## src/rtl/ntt16_pkg.sv

```systemverilog
// Shared constants, FSM encoding and helpers for the 16-point NTT scheduler.
package ntt16_pkg;
  localparam int N            = 16;
  localparam int LOG_N        = 4;
  localparam int BF_PER_STAGE = 8;
  localparam int MODULUS      = 17;
  localparam int N_INV        = 16;  // 16 * 16 = 256 = 1 mod 17

  typedef enum logic [2:0] {
    IDLE,
    RUN,
    DRAIN,
    SCALE,
    SDRAIN,
    FIN
  } state_t;

  // Low-bit mask of width s, i.e. half-1 for the butterfly span of stage s.
  function automatic logic [3:0] low_mask(input logic [1:0] s);
    return (4'd1 << s) - 4'd1;
  endfunction
endpackage

```

## src/rtl/ntt16_addr_gen.sv

```systemverilog
// Combinational butterfly address and twiddle generator: (stage, k) -> u, v, tw.
module ntt16_addr_gen
  import ntt16_pkg::*;
(
  input  logic [1:0] stage,
  input  logic [2:0] k,
  output logic [3:0] u,
  output logic [3:0] v,
  output logic [2:0] tw
);
  logic [3:0] k4, mask;
  logic [2:0] grp_sh;

  assign k4     = {1'b0, k};
  assign mask   = low_mask(stage);
  assign grp_sh = {1'b0, stage} + 3'd1;

  // Group base (k>>s)*2*half plus offset inside the group; v sits half above u.
  assign u  = ((k4 >> stage) << grp_sh) + (k4 & mask);
  assign v  = u + (4'd1 << stage);
  assign tw = (k & mask[2:0]) << (2'd3 - stage);
endmodule

```

## src/rtl/ntt16_scheduler.sv

```systemverilog
// Address/control scheduler for an in-place radix-2 16-point NTT.
// Define NTT16_INVERSE_EN to enable the inverse transform path (mode, scaling pass).
module ntt16_scheduler
  import ntt16_pkg::*;
#(
  parameter int PIPE_LAT = 1
) (
  input  logic       clk,
  input  logic       rst,
  input  logic       start,
  input  logic       mode,
  output logic       busy,
  output logic       done,
  output logic       rd_en,
  output logic [3:0] rd_addr_u,
  output logic [3:0] rd_addr_v,
  output logic [3:0] tw_idx,
  output logic       scale_op,
  output logic       wr_en,
  output logic [3:0] wr_addr_u,
  output logic [3:0] wr_addr_v,
  output logic [1:0] stage
);
`ifdef NTT16_INVERSE_EN
  localparam bit INV_EN = 1'b1;
`else
  localparam bit INV_EN = 1'b0;
`endif

  localparam logic [3:0] BF_LAST    = 4'(BF_PER_STAGE - 1);
  localparam logic [3:0] SCALE_LAST = 4'(N - 1);
  localparam logic [3:0] DRAIN_LAST = 4'(PIPE_LAT - 1);
  localparam logic [1:0] STAGE_LAST = 2'(LOG_N - 1);

  state_t     state;
  logic [1:0] stage_q;
  logic [3:0] cnt;
  logic       mode_q;
  logic       scale_q;
  logic [3:0] bf_u, bf_v;
  logic [2:0] bf_tw;

  ntt16_addr_gen u_addr_gen (
    .stage (stage_q),
    .k     (cnt[2:0]),
    .u     (bf_u),
    .v     (bf_v),
    .tw    (bf_tw)
  );

  always_ff @(posedge clk) begin
    if (rst) begin
      state   <= IDLE;
      stage_q <= '0;
      cnt     <= '0;
      mode_q  <= 1'b0;
      scale_q <= 1'b0;
      busy    <= 1'b0;
      done    <= 1'b0;
      rd_en   <= 1'b0;
    end else begin
      done <= 1'b0;
      case (state)
        IDLE: if (start) begin
          state   <= RUN;
          stage_q <= '0;
          cnt     <= '0;
          mode_q  <= INV_EN && mode;
          busy    <= 1'b1;
          rd_en   <= 1'b1;
        end
        RUN: if (cnt == BF_LAST) begin
          state <= DRAIN;
          cnt   <= '0;
          rd_en <= 1'b0;
        end else begin
          cnt <= cnt + 4'd1;
        end
        // Hold reads off until the last write of this stage has issued.
        DRAIN: if (cnt == DRAIN_LAST) begin
          cnt <= '0;
          if (stage_q != STAGE_LAST) begin
            state   <= RUN;
            stage_q <= stage_q + 2'd1;
            rd_en   <= 1'b1;
          end else if (mode_q) begin
            state   <= SCALE;
            rd_en   <= 1'b1;
            scale_q <= 1'b1;
          end else begin
            state <= FIN;
            done  <= 1'b1;
            busy  <= 1'b0;
          end
        end else begin
          cnt <= cnt + 4'd1;
        end
        SCALE: if (cnt == SCALE_LAST) begin
          state   <= SDRAIN;
          cnt     <= '0;
          rd_en   <= 1'b0;
          scale_q <= 1'b0;
        end else begin
          cnt <= cnt + 4'd1;
        end
        SDRAIN: if (cnt == DRAIN_LAST) begin
          state <= FIN;
          cnt   <= '0;
          done  <= 1'b1;
          busy  <= 1'b0;
        end else begin
          cnt <= cnt + 4'd1;
        end
        FIN: begin
          state   <= IDLE;
          stage_q <= '0;
        end
        default: state <= IDLE;
      endcase
    end
  end

  always_comb begin
    rd_addr_u = '0;
    rd_addr_v = '0;
    tw_idx    = '0;
    if (rd_en) begin
      if (scale_q) begin
        rd_addr_u = cnt;
        rd_addr_v = cnt;
      end else begin
        rd_addr_u = bf_u;
        rd_addr_v = bf_v;
        tw_idx    = {mode_q, bf_tw};
      end
    end
  end

  assign scale_op = INV_EN && scale_q;
  assign stage    = stage_q;

  // Write delay line free-runs so in-flight writes drain regardless of FSM state.
  logic [PIPE_LAT:1]      vld_pipe;
  logic [PIPE_LAT:1][3:0] wu_pipe, wv_pipe;

  always_ff @(posedge clk) begin
    if (rst) begin
      vld_pipe <= '0;
      wu_pipe  <= '0;
      wv_pipe  <= '0;
    end else begin
      vld_pipe[1] <= rd_en;
      wu_pipe[1]  <= rd_addr_u;
      wv_pipe[1]  <= rd_addr_v;
      for (int i = 2; i <= PIPE_LAT; i++) begin
        vld_pipe[i] <= vld_pipe[i-1];
        wu_pipe[i]  <= wu_pipe[i-1];
        wv_pipe[i]  <= wv_pipe[i-1];
      end
    end
  end

  assign wr_en     = vld_pipe[PIPE_LAT];
  assign wr_addr_u = wu_pipe[PIPE_LAT];
  assign wr_addr_v = wv_pipe[PIPE_LAT];
endmodule

```

## config.mk

```make
export PLATFORM = sky130hd
export DESIGN_NAME = ntt16_scheduler
export DESIGN_NICKNAME = d
export VERILOG_FILES = /design/src/rtl/ntt16_pkg.sv /design/src/rtl/ntt16_addr_gen.sv /design/src/rtl/ntt16_scheduler.sv
export SDC_FILE = /design/constraint.sdc
export NUM_CORES = 1
export LEC_CHECK = 0
export ABC_CLOCK_PERIOD_IN_PS = 6350
export CORE_ASPECT_RATIO = 1.25
export CORE_MARGIN = 3
export CORE_UTILIZATION = 40
export DETAILED_ROUTE_END_ITERATION = 10
export DONT_BUFFER_PORTS = 1
export PLACE_DENSITY = 0.57
export REMOVE_ABC_BUFFERS = 1
export SLEW_MARGIN = 40
export SYNTH_ARGS = -nofsm -noshare
export SYNTH_HDL_FRONTEND = slang
export SYNTH_SLANG_ARGS = --single-unit
```

## constraint.sdc

```tcl
create_clock -name clk -period 6.35 [get_ports clk]
set_input_delay 1.27 -clock clk [delete_from_list [all_inputs] [get_ports clk]]
set_output_delay 1.27 -clock clk [all_outputs]
set_load 0.05 [all_outputs]
```

[Word level (Yosys, flattened, before mapping)]
Index checks and enable logic that the tools add are counted.
Storage, ports and cells
  logic and storage cells: 90
  output and inout bits: 27
  input bits: 4
  register bits: 22
Cells by class
  bitwise gates (word level): 3
  mux-type cells: 37
  equal/unequal tests: 15
  $add $sub $neg: 7
  shifts and indexed selects: 4
  reductions and logical operators: 14
Operator list (count)
  $mux W4: 8
  $mux W3: 8
  $ne A2 B2 Y1 const B: 8
  $pmux W4 S4: 1
  $pmux W3 S5: 1
  $reduce_and A5 Y1: 3
  $mux W1: 12
  $add A4 B4 Y4: 2
  $reduce_bool A4 Y1: 2
  $eq A3 B2 Y1 const B: 2
  $eq A3 B3 Y1 const B: 2
  $mux W2: 3
  $pmux W2 S3: 1
  $reduce_and A6 Y1: 1
  $reduce_bool A3 Y1: 2
  $add A4 B1 Y4 const B: 1
  $and A3 B4 Y4: 1
  $eq A4 B3 Y1 const B: 1
  $eq A4 B4 Y1 const B: 1
  $logic_not A4 Y1: 1
  $pmux W1 S4: 1
  $reduce_and A4 Y1: 1
  $shl A1 B2 Y4 const A: 1
  $shl A4 B3 Y4: 1
  15 further kinds: 15

[Depth between registers and ports, before layout]
Gate-level depths: netlist of the first run.
  word-level depth: 7
  gate-level depth with buffers: 13

[Cells and area by module]
Synthesis of the first run repeated with hierarchy kept, for this count alone.
Second synthesis, totals
  cell total of the unflattened synthesis: 175
  area total of the unflattened synthesis: 1529.0 um2
Modules (own cells, without submodules)
  ntt16_scheduler: times used 1, seq. area each 420.4 um2, cells each 120, area an instance 1072.3 um2
  ntt16_addr_gen: times used 1, seq. area each 0.0 um2, cells each 55, area an instance 456.7 um2

[Worst setup path after synthesis of the first run]
Ideal clock, no wire load.
  path type: reg-to-output
  start: register stage_q[1] (netlist: stage[1])
  end: output rd_addr_v[3]
  data arrival time: 4025 ps
  cell stages (with the launch flop): 14
  path buffers: 2
  slack: 1055 ps
  data required time: 5080 ps
  cells stage by stage: dfxtp_1 -> buf_2 -> inv_1 -> ha_1 -> buf_2 -> nor3_1 -> ha_1 -> fa_1 -> ha_1 -> a21o_1 -> a21oi_1 -> xor2_1 -> nand2_1 -> mux2i_1
On the way
  word-level cells in the longest chain between the ends: 7
  elaborated cells between the ends (all ways): 10
  those cells by class: 4 x add/sub; 3 x shift; 2 x mux; 1 x bitwise
Ends and longest elaborated chain
  from (decl): RTL line ntt16_scheduler.sv:36  | logic [1:0] stage_q;
  from (signal assigned): RTL line ntt16_scheduler.sv:84  | stage_q <= stage_q + 2'd1;
  $shl A1 B2 Y4: RTL line ntt16_pkg.sv:20, ntt16_addr_gen.sv:20
  $sub A4 B1 Y4: RTL line ntt16_pkg.sv:20  | return (4'd1 << s) - 4'd1;
  $and A3 B4 Y4: RTL line ntt16_addr_gen.sv:19  | assign u = ((k4 >> stage) << grp_sh) + (k4 & mask);
  $add A4 B4 Y4: RTL line ntt16_addr_gen.sv:19
  $add A4 B4 Y4 (*): RTL line ntt16_addr_gen.sv:20  | assign v = u + (4'd1 << stage);
  $mux W4 (*): RTL line ntt16_scheduler.sv:128  | if (scale_q) begin
  $mux W4 (*): RTL line ntt16_scheduler.sv:127  | if (rd_en) begin
  to (decl): RTL line ntt16_scheduler.sv:16  | output logic [3:0] rd_addr_v,
Every way passes the cells marked *; elsewhere a longest branch is shown, timed or not.

[Worst setup path after layout of the first run]
  start: register stage_q[0] (netlist: stage[0])
  end: output rd_addr_v[3]
The elaborated chain is that of the path after synthesis.

==> impl_summary.txt, run 1 <==
----------------------------------------------------
[Pwr]
  Int Pwr ... 217 uW
  Fraction of power consumed by sequential logic ... 47.8%
  Switching part of the total ... 36.4%
  Net Switching ... 124 uW
  Clock power frac ... 25.6%
  Leak pwr ... 0.000641 uW
  Comb pwr share ... 26.6%
  Total power density per cell area ... 224 nW/um^2
  Total power after layout ... 342 uW
  Peak VDD IR ... 0.151 mV

[Routing]
  Number of search-and-repair iterations in the first detailed-routing pass ... 4
  Wirelength per Cell ... 13.8 um
  Mean number of vias per cell ... 5.41
  First DRT Iteration DRCs ... 30
  Total wire length ... 2.87 mm
  Via count ... 1126
  Number of design rule violations left after detail routing ... 0
  Post-detailed-route count of antenna-violating nets ... 0

[Worst setup path]
  Cell depth of the worst flop-to-flop path ... 11
  Start-to-end type of the worst setup path ... reg -> out
  Flop-to-flop setup slack ... 2.97 ns
  Worst path required time ... 5.08 ns
  Data arrival time of the critical path ... 3.84 ns
  CP Capture Type ... primary output
  Origin of the critical flop-to-flop path ... stage[0]
  Worst reg2reg path endpoint ... wr_addr_v[3]
  Max Fanout on Critical Path ... 16
  Worst setup SP type ... flip-flop

[Layout]
  Area delta synth->final ... 4.00%
  Fraction of final layout cells with drive strength greater than 1 ... 11.8%
  Final Net Count ... 188
  ANT cells ... 0
  Number of cells in the finished layout apart from fillers ... 208
  Number of fill cells in the layout ... 373
  Post-route standard cell area excluding fillers ... 1530 um^2

[GRT]
  Initial antenna violation count ... 0
  First-pass GRT wire length ... 5.06 mm
  Maximum number of pins on one net before global-route repair ... 17
  Global Route Usage Sum ... 14.8%
  Number of global-route vias before repair ... 1073
  Final global-route overflow total ... 0

[Yosys]
  Share of synthesized flip-flops with an asynchronous set or reset ... 0%
  Proportion of synthesized chip area in sequential cells ... 28.6%
  Flip-flop and latch count after synthesis ... 21
  Xor/xnor cell area share of the yosys netlist ... 6.55%
  EDFF count, synth ... 0
  Post-Syn Instances ... 174
  Count of unique library cells instantiated by Yosys ... 44
  Top post-synthesis cells by area ... sky130_fd_sc_hd__dfxtp_1, sky130_fd_sc_hd__ha_1, sky130_fd_sc_hd__and2_1, sky130_fd_sc_hd__nor2_1, sky130_fd_sc_hd__nand2_1
  Mean instance size in the synthesized netlist ... 8.45 um^2
  Adder and majority gate portion of the synthesized area ... 12.9%
  Number of warnings reported in the yosys synthesis log ... 0
  Synth Area in Compound Gates ... 12.0%
  Multiplexer share of the synthesized area ... 4.94%
  Combinational family with the most area after synthesis ... simple AND/OR/NAND/NOR gates
  Dominant register cell in the synthesized netlist ... sky130_fd_sc_hd__dfxtp_1
  Cell type with the largest total area after synthesis ... sky130_fd_sc_hd__dfxtp_1
  Top cell type's share of synthesized area ... 28.6%
  Combined area of all synthesized cells ... 1470 um^2
  Simple-gate portion of the synthesized area ... 27.9%

[Placed design]
  Last weighted congestion value of the routability-driven placer ... 0.766
  DP Wirelength ... 2.22 mm
  Number of buffers added on ports ... 0
  Post-Place Cells ... 204
  Cell area reported after detailed placement ... 1480 um^2

[Clocking]
  Clock latency at the later pin of the worst-skew pair ... 0.26 ns
  Clock root buffer ... sky130_fd_sc_hd__clkbuf_8
  Total clock buffers created by CTS ... 3
  Buffer depth of the longest clock path ... 2
  Clock sink count ... 21
  CTS H-Tree Depth ... 1
  Post-CTS Repair Setup Buffers ... 0
  Clock tree from TritonCTS ... built
  CTS hold repair buffers ... 0
  Number of instances resized during post-cts repair ... 0
  Reg clk slew, reported paths ... 0.08 ns

[Timing]
  Number of max-slew violations in the final report ... 0
  Max_slew headroom ... 62.7%
  Final Critical Period ... 5.11 ns
  Transition at the pin with the smallest max-transition slack ... 0.560 ns
  Setup Viol. Count Final ... 0
  Final Hold Viols ... 0
  Setup repair after global routing missed its margin ... no
  Accumulated negative setup slack ... 0 ns
  Setup Skew ... 0.00540 ns
  Final Cycle Share ... 80.5%
  Highest attainable clock frequency ... 0.196 GHz

[Job]
  Total of max-cap violations ... 0

[Floorplan]
  Vertical extent of the die ... 73.8 um
  I/O pins ... 31
  Row count ... 24
  Total die area ... 4440 um^2
  Initial cell density of the core ... 41.8%
  Area of the core ... 3510 um^2
  Overall die width ... 60.2 um

[Worst hold path]
  Type of the tightest min-delay check ... reg -> reg
  Start point of the worst min-delay path ... state[2]
  Endpoint, Worst Hold ... state[2]
  Cell count of the worst hold path ... 2

[Status]
  Status ... complete, no violations

----------------------------------------------------
## layer usage
layer  vias up  routed length [um]  global-route usage, %
li1        568                   -                      -
met2        31                1450                   25.5
met3         4                 188                   3.51
met4         0                  34                   4.43
met5         -                   0                      0
met1       523                1200                   17.8
## synthesized netlist by cell type (all sizes together) (2+ instances only)
master    n
dfxtp    21
nor2     17
nand2    14
and2     13
ha       12
inv      10
buf       9
a21oi     8
nand3     6
xnor2     6
mux2i     5
nor3      5
xor2      5
nand2b    4
a21o      3
clkbuf    3
nor2b     3
o21ai     3
a2bb2oi   2
a31oi     2
fa        2
mux2      2
nor3b     2
nor4      2
## cells in the final DEF (no fill, tap or decap), drive strengths merged, types with 2 or more instances in the layout
cell and instances:
a21o 3, a21oi 8, a2bb2oi 2, a31oi 2, and2 13, buf 2
clkbuf 3, conb 2, dfxtp 21, fa 2, ha 12, inv 10
mux2 2, mux2i 5, nand2 14, nand2b 4, nand3 6, nor2 17
nor2b 3, nor3 5, nor3b 2, nor4 2, o21ai 3, xnor2 6
xor2 5
## through the flow
step	setup WS, ns	utilization (%)	hold WS (ns)
floorplan	1.03	-	0.514
global placement	1.20	42.0	0.566
detailed placement	1.16	42.2	0.568
CTS	0.847	43.5	0.580
global route	0.950	43.5	0.622
finish	1.24	43.5	0.589
## critical path, cell delays in order (launching register included)
cell and delay [ns]:
sky130_fd_sc_hd__dfxtp_2 0.67, sky130_fd_sc_hd__inv_1 0.17, sky130_fd_sc_hd__ha_1 0.43, sky130_fd_sc_hd__nor3_1 0.23, sky130_fd_sc_hd__ha_1 0.22, sky130_fd_sc_hd__fa_1 0.47
sky130_fd_sc_hd__ha_1 0.30, sky130_fd_sc_hd__a21o_1 0.17, sky130_fd_sc_hd__a21oi_1 0.25, sky130_fd_sc_hd__xor2_1 0.21, sky130_fd_sc_hd__nand2_1 0.07, sky130_fd_sc_hd__mux2i_1 0.16
sky130_fd_sc_hd__buf_4 0.22
## logic make-up after synthesis
logic type                 count (synthesis)
AOI/OAI and AO/OA                         24
other                                      1
and+or+nand+nor                           74
DFF                                       21
adders and majority gates                 14
xor gates and xnor gates                  11
muxes                                      7
buffers and inverters                     22
## sequential cells by signal (all words and copies together), names as in the netlist
signal     cells
cnt            4
wr_addr_u      4
wr_addr_v      4
state          3
stage          2
busy           1
done           1
rd_en          1
wr_en          1
## worst max path at each step
stage | slack (ns) | endpoint | from | depth (start not counted)
final | 1.24 | rd_addr_v[3] | stage[0] | 12
after global routing | 0.95 | rd_addr_v[3] | stage[0] | 11
after CTS | 0.85 | rd_addr_v[3] | stage[1] | 12
after detailed placement | 1.16 | rd_addr_v[3] | stage[1] | 12
after global placement | 1.20 | rd_addr_v[3] | stage[0] | 12
after floorplan | 1.03 | rd_addr_v[3] | stage[0] | 11
## power by group through the flow
stage | Sequential [uW] | Clock, uW | Combinational (uW)
after global placement | 166 | 0 | 88.7
after global routing | 165 | 96.7 | 103
after detailed placement | 166 | 0 | 91.5
after CTS | 163 | 90.9 | 92.1
final | 163 | 87.5 | 90.9
after floorplan | 169 | 0 | 70.0
## final cells by class
type	instances	area (um^2)	share of cell area [%]
timing repair buffer	2	15.0	0.982
multi-input combinational	132	958	62.7
sequential	21	423	27.7
inverter	10	37.5	2.45
clock inverter	1	5.00	0.327
tap	39	48.8	3.19
clock buffer	3	41.3	2.70
Note: power is estimated with default switching activity, not from simulation.
==> inputs of run 2 (changes only) <==
Settings changed: ABC_CLOCK_PERIOD_IN_PS 6350 to 5250.
Clock period 6.35 ns to 5.25 ns, I/O delays scaled along.
==> impl_summary.txt, run 2 (synthesized netlist as in run 1, its figures left out) <==
----------------------------------------------------
[Routing]
  Mean number of vias per cell ... 5.40 (-0.32%)
  Post-detailed-route count of antenna-violating nets ... 0 (unchanged)
  Number of search-and-repair iterations in the first detailed-routing pass ... 4 (unchanged)
  Wirelength per Cell ... 13.1 um (-5.0%)
  First DRT Iteration DRCs ... 51 (+70%)
  Number of design rule violations left after detail routing ... 0 (unchanged)
  Via count ... 1144 (+1.6%)
  Total wire length ... 2.78 mm (-3.1%)

[GRT]
  Number of global-route vias before repair ... 1096 (+2.1%)
  Initial antenna violation count ... 0 (unchanged)
  First-pass GRT wire length ... 4.88 mm (-3.5%)
  Global Route Usage Sum ... 14.6% (-0.18 points)
  Final global-route overflow total ... 0 (unchanged)
  Maximum number of pins on one net before global-route repair ... 16 (-1)

[Floorplan]
  Area of the core ... 3510 um^2 (unchanged)
  Row count ... 24 (unchanged)
  Initial cell density of the core ... 41.8% (unchanged)
  Total die area ... 4440 um^2 (unchanged)
  I/O pins ... 31 (unchanged)
  Overall die width ... 60.2 um (unchanged)
  Vertical extent of the die ... 73.8 um (unchanged)

[Layout]
  Area delta synth->final ... 5.70%
  Commonest non-fill, non-tap cell in the layout ... sky130_fd_sc_hd__dfxtp_1
  Final Net Count ... 192 (+2.1%)
  ANT cells ... 0 (unchanged)
  Fraction of final layout cells with drive strength greater than 1 ... 12.1% (+0.30 points)
  Commonest cells after routing, fill and taps aside ... sky130_fd_sc_hd__dfxtp_1, sky130_fd_sc_hd__nor2_1, sky130_fd_sc_hd__nand2_1
  Final standard cell utilization of the core ... 44.2% (+0.71 points)
  Number of fill cells in the layout ... 356 (-4.6%)

[Worst hold path]
  Type of the tightest min-delay check ... reg -> reg

[Pwr]
  Leak pwr ... 0.000661 uW (+3.2%)
  Peak VDD IR ... 0.174 mV (+15%)
  Total power after layout ... 412 uW (+21%)
  Total power density per cell area ... 265 nW/um^2 (+19%)

[Timing]
  Final Cycle Share ... 88.7%
  Final Hold Viols ... 0 (unchanged)
  Fin worst setup slack ... 0.593 ns (-0.646 ns)
  Final Critical Period ... 4.66 ns
  Number of max-slew violations in the final report ... 0 (unchanged)
  Accumulated negative setup slack ... 0 ns (unchanged)
  Setup Skew ... 0.00253 ns (-0.00287 ns)
  Setup Viol. Count Final ... 0 (unchanged)
  Max_slew headroom ... 62.7% (about the same)
  Setup repair after global routing missed its margin ... no
  Transition at the pin with the smallest max-transition slack ... 0.559 ns (-0.000849 ns)
  Highest attainable clock frequency ... 0.215 GHz

[Clocking]
  Post-CTS Repair Setup Buffers ... 0 (unchanged)
  CTS H-Tree Depth ... 1 (unchanged)
  Clock tree from TritonCTS ... built
  Buffer depth of the longest clock path ... 2 (unchanged)
  CTS hold repair buffers ... 0 (unchanged)
  Clock sink count ... 21 (unchanged)
  Clock root buffer ... sky130_fd_sc_hd__clkbuf_8
  Clock latency at the later pin of the worst-skew pair ... 0.26 ns (about the same)
  Number of instances resized during post-cts repair ... 0 (unchanged)
  Reg clk slew, reported paths ... 0.08 ns (about the same)
  Total clock buffers created by CTS ... 3 (unchanged)

[Worst setup path]
  End point of the critical path ... rd_addr_v[3]
  CP Capture Type ... primary output
  Data arrival time of the critical path ... 3.61 ns (-0.23 ns)
  Cell depth of the worst flop-to-flop path ... 11 (unchanged)
  Start-to-end type of the worst setup path ... reg -> out
  Max Fanout on Critical Path ... 11 (-5)
  Worst path required time ... 4.20 ns (-0.88 ns)
  Worst reg2reg path endpoint ... wr_addr_v[3]
  Worst setup SP type ... flip-flop
  Flop-to-flop setup slack ... 2.08 ns (-0.89 ns)
  First element of the critical path ... stage[0]
  Origin of the critical flop-to-flop path ... stage[0]

[Placed design]
  Number of buffers added on ports ... 0 (unchanged)
  DP Wirelength ... 2.21 mm (-0.34%)
  Last weighted congestion value of the routability-driven placer ... 0.770 (+0.52%)
  Setup slack after placement ... 0.818 ns (-0.342 ns)

[Job]
  Total of max-cap violations ... 0 (unchanged)

[Status]
  Status ... complete, no violations

----------------------------------------------------
run 2: cell count changes in the layout (fill, tap and decap cells not counted):
cell,before,now
sky130_fd_sc_hd__nor2b_2,1,0
sky130_fd_sc_hd__nor2b_1,2,3
sky130_fd_sc_hd__dfxtp_1,19,21
sky130_fd_sc_hd__dfxtp_2,2,0
sky130_fd_sc_hd__buf_4,2,6
run 2: cell type report:
type	instances	area, um^2	area share (%)
multi-input cells	132	956	61.5
flip-flops and latches	21	420	27.1
well taps	39	48.8	3.14
repair buffers	6	45.0	2.90
clock buffers	3	41.3	2.66
inverters	10	37.5	2.42
clock inverters	1	5.00	0.322
run 2: critical path, cell delays in order, from the launching register on:
cell and delay (ns):
sky130_fd_sc_hd__dfxtp_1 0.42, sky130_fd_sc_hd__buf_4 0.30, sky130_fd_sc_hd__ha_1 0.39, sky130_fd_sc_hd__nor3_1 0.12, sky130_fd_sc_hd__ha_1 0.24, sky130_fd_sc_hd__fa_1 0.49
sky130_fd_sc_hd__ha_1 0.29, sky130_fd_sc_hd__a21o_1 0.18, sky130_fd_sc_hd__a21oi_1 0.25, sky130_fd_sc_hd__xor2_1 0.22, sky130_fd_sc_hd__nand2_1 0.08, sky130_fd_sc_hd__mux2i_1 0.15
sky130_fd_sc_hd__buf_4 0.22
run 2: worst min-delay path by stage:
stage	from	to	slack, ns	cells after the start
after floorplan	state[2]	state[2]	0.51	2
after global placement	stage[0]	stage[0]	0.51	2
after detailed placement	stage[0]	stage[0]	0.52	2
after CTS	stage[0]	stage[0]	0.54	2
after global routing	stage[0]	stage[0]	0.57	2
final	stage[0]	stage[0]	0.53	2
run 2: power breakdown:
| part | internal, uW | switching, uW | leakage (uW) |
|---|---|---|---|
| Clock | 52.9 | 52.3 | 0.0000255 |
| Combinational | 41.6 | 70.7 | 0.000465 |
| Sequential | 169 | 26.0 | 0.000171 |
run 2: metrics by stage:
stage               cells  area, um^2  hold WS (ns)
finish                212        1550         0.528
global route          212        1550         0.572
CTS                   212        1550         0.536
detailed placement    208        1510         0.524
global placement      208        1510         0.506
floorplan             163        1410         0.514
run 2: routing by layer:
metal	track usage (%)	wire, um
met3	2.81	141
met5	0	0
met4	8.87	93
met1	16.8	1160
met2	24.3	1390
==> inputs of run 3 (changes only) <==
--- a/config.mk
+++ b/config.mk
@@ -13,3 +13,5 @@
 export DONT_BUFFER_PORTS = 1
+export GPL_ROUTABILITY_DRIVEN = 0
 export PLACE_DENSITY = 0.57
+export RECOVER_POWER = 100
 export REMOVE_ABC_BUFFERS = 1
--- a/constraint.sdc
+++ b/constraint.sdc
@@ -3,2 +3,2 @@
 set_output_delay 1.05 -clock clk [all_outputs]
-set_load 0.05 [all_outputs]
+set_load 0.005 [all_outputs]
==> impl_summary.txt, run 3 (synthesized netlist as in run 1, its figures left out) <==
----------------------------------------------------
[Status]
  Status ... complete, no violations

[Layout]
  Fraction of final layout cells with drive strength greater than 1 ... 6.55% (-5.6 points)
  Commonest non-fill, non-tap cell in the layout ... sky130_fd_sc_hd__dfxtp_1
  Post-route standard cell area excluding fillers ... 1490 um^2 (-4.4%)
  Number of fill cells in the layout ... 373 (+4.8%)
  ANT cells ... 0 (unchanged)
  Final standard cell utilization of the core ... 42.3% (-2.0 points)
  Commonest cells after routing, fill and taps aside ... sky130_fd_sc_hd__dfxtp_1, sky130_fd_sc_hd__nor2_1, sky130_fd_sc_hd__nand2_1
  Area delta synth->final ... 1.02%
  Final Net Count ... 187 (-2.6%)

[Clocking]
  Clock root buffer ... sky130_fd_sc_hd__clkbuf_8
  Post-CTS Repair Setup Buffers ... 0 (unchanged)
  Clock tree from TritonCTS ... built
  Clock latency at the later pin of the worst-skew pair ... 0.26 ns (about the same)
  Number of instances resized during post-cts repair ... 0 (unchanged)
  Total clock buffers created by CTS ... 3 (unchanged)
  Reg clk slew, reported paths ... 0.08 ns (about the same)
  Clock sink count ... 21 (unchanged)
  CTS hold repair buffers ... 0 (unchanged)
  CTS H-Tree Depth ... 1 (unchanged)
  Buffer depth of the longest clock path ... 2 (unchanged)

[Job]
  Total of max-cap violations ... 0 (unchanged)

[Worst setup path]
  Cell at the slowest stage of the critical path ... sky130_fd_sc_hd__dfxtp_1
  Cells along the critical path ... inv_1, ha_1, nor3_1, ha_1, fa_1, ha_1, a21o_1, a21oi_1, xor2_1, nand2_1, mux2i_1
  Start-to-end type of the worst setup path ... reg -> out
  Cell type with the highest occurrence count on the critical path ... sky130_fd_sc_hd__ha_1
  Worst setup SP type ... flip-flop
  CP Capture Type ... primary output
  Max Fanout on Critical Path ... 16 (+5)
  Flop-to-flop setup slack ... 1.87 ns (-0.21 ns)
  Largest stage delay on the critical path ... 0.66 ns (+0.17 ns)
  Worst path required time ... 4.20 ns (about the same)
  Data arrival time of the critical path ... 3.66 ns (+0.05 ns)

[Floorplan]
  Total die area ... 4440 um^2 (unchanged)
  Row count ... 24 (unchanged)
  Initial cell density of the core ... 41.8% (unchanged)
  Overall die width ... 60.2 um (unchanged)
  Vertical extent of the die ... 73.8 um (unchanged)
  I/O pins ... 31 (unchanged)
  Area of the core ... 3510 um^2 (unchanged)

[GRT]
  Global Route Usage Sum ... 14.7% (+0.14 points)
  Initial antenna violation count ... 0 (unchanged)
  Maximum number of pins on one net before global-route repair ... 17 (+1)
  Number of global-route vias before repair ... 1090 (-0.55%)
  Final global-route overflow total ... 0 (unchanged)
  First-pass GRT wire length ... 5.04 mm (+3.3%)

[Timing]
  Final Hold Viols ... 0 (unchanged)
  Transition at the pin with the smallest max-transition slack ... 0.976 ns (+0.417 ns)
  Setup Viol. Count Final ... 0 (unchanged)
  Highest attainable clock frequency ... 0.212 GHz (-1.2%)
  Final Cycle Share ... 89.8% (+1.1 points)
  Setup repair after global routing missed its margin ... no
  Accumulated negative setup slack ... 0 ns (unchanged)
  Max_slew headroom ... 34.4% (-28 points)
  Final Critical Period ... 4.71 ns (+0.0577 ns)
  Number of max-slew violations in the final report ... 0 (unchanged)
  Setup Skew ... 0.00140 ns (-0.00113 ns)

[Routing]
  Mean number of vias per cell ... 5.41 (+0.18%)
  Number of search-and-repair iterations in the first detailed-routing pass ... 4 (unchanged)
  Post-detailed-route count of antenna-violating nets ... 0 (unchanged)
  Wirelength per Cell ... 13.9 um (+5.6%)
  Via count ... 1119 (-2.2%)
  First DRT Iteration DRCs ... 35 (-31%)
  Total wire length ... 2.87 mm (+3.1%)
  Number of design rule violations left after detail routing ... 0 (unchanged)

[Pwr]
  Total power after layout ... 376 uW (-8.8%)
  Total power density per cell area ... 253 nW/um^2 (-4.6%)
  Leak pwr ... 0.000613 uW (-7.3%)
  Peak VDD IR ... 0.151 mV (-13%)

[Placed design]
  DP Wirelength ... 2.22 mm (+0.54%)
  Cell area reported after detailed placement ... 1470 um^2 (-2.5%)
  Number of buffers added on ports ... 0 (unchanged)

[Worst hold path]
  Type of the tightest min-delay check ... reg -> reg

----------------------------------------------------
## run 3: area by class of cell
cell class                 instances  area [um^2]  share of cell area, %
clock buffer                       3         41.3                   2.78
clock inverter                     1         5.00                  0.337
inverter                          10         37.5                   2.53
multi-input combinational        132          928                   62.5
sequential                        21          420                   28.3
tap                               39         48.8                   3.29
timing repair buffer               1         3.75                  0.253
## run 3: final timing paths
path / startpoint / to / cells past startpoint
max: stage[0] / rd_addr_v[3] / 11
min: busy / busy / 2
max reg2reg: stage[0] / wr_addr_v[3] / 11
min reg2reg: busy / busy / 2
## run 3: per-stage QoR
| step | setup WS (ns) | hold slack [ns] | std cells |
|---|---|---|---|
| 4_1_cts | 0.495 | 0.521 | 207 |
| 3_3_place_gp | 0.831 | 0.506 | 203 |
| 6_report | 0.535 | 0.518 | 207 |
| 2_1_floorplan | 1.19 | 0.484 | 163 |
| 5_1_grt | 0.237 | 0.540 | 207 |
| 3_5_place_dp | 0.801 | 0.506 | 203 |
## run 3: power by group
group / switching (uW) / total [uW] / internal [uW]
Sequential: 20.2 / 189 / 169
Clock: 54.5 / 107 / 52.9
Combinational: 43.6 / 79.7 / 36.1
## run 3: routing by layer
metal	GRT usage, %	routed length, um
met1	16.7	1190
met2	27.0	1520
met3	2.28	138
met4	5.17	17
met5	0	0
## run 3: worst max-delay path, delay by kind of cell, from the launching register on
| kind | cells | cell delay [ns] |
|---|---|---|
| buf+inv | 1 | 0.16 |
| xor+xnor | 1 | 0.21 |
| compound gates | 2 | 0.44 |
| simple gates | 2 | 0.31 |
| flops | 1 | 0.66 |
| mux | 1 | 0.20 |
| fa+ha+maj | 4 | 1.42 |
